===== src/rtl/cnn1d_pkg.sv =====
// Shared definitions for the 1D CNN datapath: sample width, window FSM states,
// and a counter-width helper.
package cnn1d_pkg;

    localparam int DATA_WIDTH = 8;

    typedef enum logic {
        WIN_FILL,
        WIN_RUN
    } win_state_t;

    function automatic int clog2_max(input int a, input int b);
        return (a > b) ? $clog2(a) : $clog2(b);
    endfunction

endpackage


===== src/rtl/sliding_window.sv =====
// Serial-to-parallel window framer feeding a neuron: one window per STRIDE samples once full.
// Optional frame support (win_last_in) is enabled by defining SLIDING_WINDOW_FRAME_EN.
module sliding_window
    import cnn1d_pkg::*;
#(
    parameter int WINDOW_SIZE = 3,
    parameter int STRIDE      = 1
) (
    input  logic                  clk,
    input  logic                  rst,
    output logic                  win_ready_in,
    input  logic                  win_valid_in,
    input  logic [DATA_WIDTH-1:0] win_data_in,
`ifdef SLIDING_WINDOW_FRAME_EN
    input  logic                  win_last_in,
`endif
    input  logic                  win_ready_out,
    output logic                  win_valid_out,
    output logic [DATA_WIDTH-1:0] win_data_out [0:WINDOW_SIZE-1]
);

    localparam int CW = clog2_max(WINDOW_SIZE, STRIDE);
    localparam logic [CW-1:0] FILL_LAST   = CW'(WINDOW_SIZE - 1);
    localparam logic [CW-1:0] STRIDE_LAST = CW'(STRIDE - 1);

    win_state_t            state_q, state_d;
    logic [CW-1:0]         fill_q, fill_d;
    logic [CW-1:0]         stride_q, stride_d;
    logic                  valid_q, valid_d;
    logic [DATA_WIDTH-1:0] sreg_q [0:WINDOW_SIZE-1];
    logic [DATA_WIDTH-1:0] sreg_d [0:WINDOW_SIZE-1];
    logic                  accept;
    logic                  emit;

    // A presented window blocks input until taken, so nothing is overwritten.
    assign win_ready_in  = ~rst & (~valid_q | win_ready_out);
    assign accept        = win_valid_in & win_ready_in;
    assign win_valid_out = valid_q;
    assign win_data_out  = sreg_q;

    always_comb begin
        state_d  = state_q;
        fill_d   = fill_q;
        stride_d = stride_q;
        sreg_d   = sreg_q;
        emit     = 1'b0;

        if (accept) begin
            for (int unsigned k = 0; k < WINDOW_SIZE - 1; k++) begin
                sreg_d[k] = sreg_q[k+1];
            end
            sreg_d[WINDOW_SIZE-1] = win_data_in;

            case (state_q)
                WIN_FILL: begin
                    if (fill_q == FILL_LAST) begin
                        emit     = 1'b1;
                        state_d  = WIN_RUN;
                        fill_d   = '0;
                        stride_d = '0;
                    end else begin
                        fill_d = fill_q + 1'b1;
                    end
                end
                WIN_RUN: begin
                    if (stride_q == STRIDE_LAST) begin
                        emit     = 1'b1;
                        stride_d = '0;
                    end else begin
                        stride_d = stride_q + 1'b1;
                    end
                end
                default: state_d = WIN_FILL;
            endcase

`ifdef SLIDING_WINDOW_FRAME_EN
            // Frame end: emit decision above stands, then restart framing.
            if (win_last_in) begin
                state_d  = WIN_FILL;
                fill_d   = '0;
                stride_d = '0;
            end
`endif
        end

        if (emit) begin
            valid_d = 1'b1;
        end else if (win_ready_out) begin
            valid_d = 1'b0;
        end else begin
            valid_d = valid_q;
        end
    end

    always_ff @(posedge clk) begin
        if (rst) begin
            state_q  <= WIN_FILL;
            fill_q   <= '0;
            stride_q <= '0;
            valid_q  <= 1'b0;
            for (int unsigned k = 0; k < WINDOW_SIZE; k++) begin
                sreg_q[k] <= '0;
            end
        end else begin
            state_q  <= state_d;
            fill_q   <= fill_d;
            stride_q <= stride_d;
            valid_q  <= valid_d;
            sreg_q   <= sreg_d;
        end
    end

endmodule


===== config.mk =====
export PLATFORM = sky130hd
export DESIGN_NAME = sliding_window
export DESIGN_NICKNAME = d
export VERILOG_FILES = /design/src/rtl/cnn1d_pkg.sv /design/src/rtl/sliding_window.sv
export SDC_FILE = /design/constraint.sdc
export NUM_CORES = 1
export LEC_CHECK = 0
export CORE_ASPECT_RATIO = 1.4
export CORE_UTILIZATION = 40
export CTS_CLUSTER_SIZE = 25
export DETAILED_ROUTE_END_ITERATION = 12
export GPL_TIMING_DRIVEN = 0
export PLACE_DENSITY = 0.83
export SETUP_SLACK_MARGIN = 0.2
export SLEW_MARGIN = 20
export SYNTH_ARGS = -nofsm -noshare
export SYNTH_HDL_FRONTEND = slang
export SYNTH_SLANG_ARGS = --single-unit

===== constraint.sdc =====
create_clock -name clk -period 1.09 [get_ports clk]
set_input_delay 0.1635 -clock clk [delete_from_list [all_inputs] [get_ports clk]]
set_output_delay 0.1635 -clock clk [all_outputs]
set_load 0.03 [all_outputs]

== Yosys cells after proc, flatten, opt, wreduce, memory -nomap -nowiden ==
Cells that the tools add are included.
Word-level totals
  logic and storage cells: 32
  bits in registers: 30
  latch bits: 0
  ROM bits: 0
  output and inout bits: 26
  input port bits: 12
  memories: 0
  RAM bits: 0
Operators by class
  reductions and logical operators: 4
  mux-type cells: 11
  $add $sub $neg: 2
  divide/modulo/power cells: 0
  multiply operators: 0
  $lt $le $gt $ge: 0
  equal/unequal tests: 2
  bitwise logic cells: 6
  shift-type cells: 0
Operators by type and width (number)
  $mux 1: 6
  $mux 2: 3
  $add 2x1->2 const B: 2
  $pmux 2 s2: 1
  $reduce_and 2->1: 2
  $not 1->1: 3
  $and 1x1->1: 2
  $eq 2x2->1 const B: 1
  $logic_not 2->1: 1
  $ne 2x2->1 const B: 1
  $pmux 1 s2: 1
  $reduce_bool 2->1: 1
  $or 1x1->1: 1

== Longest topological paths before layout ==
  depth after elaboration: 6
  depth in mapped cells: 5
  depth with buffers taken out: 5

== Least setup slack after synthesis ==
No wires, ideal clock.
  path kind: register to output
  start point: register valid_q (netlist: win_valid_out)
  end point: output win_ready_in
  stages on the path, launching flop included: 5
  required time: 0.927 ns
  arrival: 1.280 ns
  path slack: -0.353 ns
  path buffers: 2
  cells stage by stage: dfxtp_1 -> nor2b_1 -> buf_2 -> buf_2 -> nor2_1
Between the ends
  longest elaborated chain between the ends: 3
RTL lines
  start, declared: line sliding_window.sv:29  | logic valid_q, valid_d;
  start signal, assigned: line sliding_window.sv:108  | valid_q <= valid_d;
  $not 1->1: line sliding_window.sv:36  | assign win_ready_in = ~rst & (~valid_q | win_ready_out);
  $or 1x1->1: line sliding_window.sv:36
  $and 1x1->1: line sliding_window.sv:36
  end, declared: line sliding_window.sv:11  | output logic win_ready_in,
Every way passes these cells.

== Final worst setup path ==
Ends and elaborated chain as after synthesis.

==> flow_summary.ini <==
[outcome]
outcome = complete, but fails checks
failed_checks = negative setup slack

[sta]
skew_ns = 0.00409
fin_ws_ns = -0.263
finalHoldViolations = 0
relSlewSlack_pct = 78.2
min_period_ns = 1.35
rsz0062_at_grt = true
setup_viol = 29
post-route-period-util_pct = 124
tightest_slew_ns = 0.327
drv_slew = 0
fmax_mhz = 739
tns_ns = -4.14

[global_routing]
antenna_found_initial = 0
grt_overflow = 0
grt_pass1_vias = 1394
grt_pass1_wl_um = 6510
grt_max_degree = 11
grt_usage_pct = 26.9

[die]
core_sq_mm = 0.00294
rows = 23
initial_core_util_pct = 42.8
die-area_sq_mm = 0.00337
die_y_um = 68.3
die_x_um = 49.3
pin_count = 38

[worst_setup_path]
crit_path_start_kind = flop
cp_max_fo = 2
end_kind = primary output
worstSetupPathType = flop to primary output
required_ns = 0.93
arrival_ns = 1.19
ff2ff_setup_slack_ns = -0.24

[synth]
netlist_area_sq_mm = 0.00125
ys_seq_elements = 30
synth.yosys.seq_area_share_pct = 47.9
syn_area_per_cell_sq_um = 8.84
yosysWarnings = 0
synth_cell_types = 23
async_flop_share_pct = 0
synth_edf_count = 0
synth_nets = 156
ys.flop_type = dfxtp_1
netlist_instances = 142

[clocking]
tritoncts = yes
cts_hold_buf = 0
root_buffer = clkbuf_8
cts_buffers = 5
clock_latency_ns = 0.29
cts_sinks = 30
cts_buffer_depth = 2
htree_levels = 2
clk_pin_slew_worst_paths_ns = 0.06

[finish]
fill_cells = 183
syn2layout_area_growth_pct = 73.6
drive_gt1_share_pct = 56.0
finish.utilization_pct = 74.2
fin_nets = 229
final_cell_count_no_fill = 253
diodes = 0
ff_latch_area_sq_um = 641
multi_input_area_sq_um = 628
finalInstanceArea_sq_mm = 0.00218

[power_and_ir_drop]
peakVddDrop_v = 0.000934
powerDensity_mw_per_mm2 = 1190
power.leakage_nw = 1.01

[place]
dp_hpwl_um = 2300
io_buffers = 37
place_area_sq_mm = 0.00170
place_congestion = 0.804
place_inst = 216

[detailed_routing]
drtIter0Drc = 47
vias_per_cell = 5.77
wl_um = 4490
drc_errors = 0
drt_pass1_iterations = 4
via_count = 1459
drt.antenna.violating_nets = 0
detail_route.wl_per_cell_um = 17.7

[flow_run]
maxCapViolCount = 0

[hold_path]
worstHoldPathType = input port to flop
synth_stat cells, drive strengths merged (2+ instances only):
| library cell | n | share of area (%) |
|---|---|---|
| buf | 13 | 5.7 |
| dfxtp | 30 | 48 |
| ha | 2 | 2.0 |
| inv | 4 | 1.2 |
| nand2 | 25 | 7.5 |
| nand2b | 2 | 1.0 |
| nand3 | 24 | 9.6 |
| nand4 | 2 | 1.0 |
| nor2b | 2 | 1.2 |
| o211ai | 25 | 15 |
| o311ai | 2 | 1.4 |
| o31ai | 2 | 1.2 |
| o41ai | 2 | 1.4 |
final timing paths:
check,from,to,cells past startpoint
max,win_valid_out$_SDFFE_PP0P_,win_ready_in,5
min reg2reg,win_data_out[23]$_SDFFE_PP0P_,win_data_out[23]$_SDFFE_PP0P_,2
min,win_valid_in,win_valid_out$_SDFFE_PP0P_,3
max reg2reg,win_valid_out$_SDFFE_PP0P_,win_data_out[11]$_SDFFE_PP0P_,7
per-stage QoR:
stage | setup WS, ns | hold slack (ns) | total power [W]
2_1_floorplan | -0.0417 | 0.223 | 0.00137
3_3_place_gp | -0.816 | 0.431 | 0.00151
3_5_place_dp | -0.829 | 0.457 | 0.00152
4_1_cts | -0.278 | 0.344 | 0.00255
5_1_grt | -0.278 | 0.367 | 0.00265
6_report | -0.263 | 0.353 | 0.00258
where the power goes:
| part | total, W | switching, W | internal (W) |
|---|---|---|---|
| clock network | 0.000968 | 0.000459 | 0.000508 |
| logic | 0.000441 | 0.000233 | 0.000208 |
| registers | 0.00117 | 0.0000310 | 0.00114 |
| total | 0.00258 | 0.000723 | 0.00186 |
state kept, by name, summed over array words and instances, names as in the netlist:
signal / cells
state_q: 1
stride_q: 2
win_data_out: 24
win_valid_out: 1
fill_q: 2
routing by layer:
metal / up-vias / global-route usage [%] / share of wire (%)
li1: 657 / - / -
met3: 21 / 4.22 / 3.6
met5: - / 0 / 0
met1: 722 / 27.5 / 37
met2: 59 / 48.3 / 55
met4: 0 / 22.8 / 4.4
logic make-up after synthesis:
logic type	Yosys count	share of synthesized area (%)
buffers and inverters	19	7.48
AND/OR/NAND/NOR	57	21.3
flip-flops	30	47.9
adder cells (fa/ha/maj)	2	1.99
AO/OA/AOI/OAI	34	21.3
placed cells by master (no fill, tap or decap), drive strengths merged:
master and count:
dfxtp 30, o211a 1, ha 2, and2b 1, inv 5, dlygate4sd2 2
a21oi 1, clkbuf 6, clkdlybuf4s50 9, o21a 1, nand3 24, nand2 25
o211ai 25, o41ai 2, nor2 1, o31ai 2, nand4 2, nor2b 2
buf 69, nand2b 2, clkinv 2, o311ai 2
cell type report:
class,instances,area share [%]
inverter,5,0.919
multi-input combinational,93,28.8
clock buffer,6,3.79
clock inverter,2,0.517
timing repair buffer,66,28.6
buffer,14,5.80
sequential,30,29.4
tap,37,2.13
critical path, cell delays in order, from the launching register on:
cell and delay [ns]:
dfxtp_4 0.35, nor2b_4 0.12, buf_6 0.12, buf_8 0.11, nor2_4 0.07, buf_6 0.13
repair_timing:
action,in CTS,in global routing
pin swaps,8,8
resized for setup,229,7
setup endpoints to repair,56,56
buffers inserted,26,1
gates cloned,2,0
(Power assumes the default switching activity.)
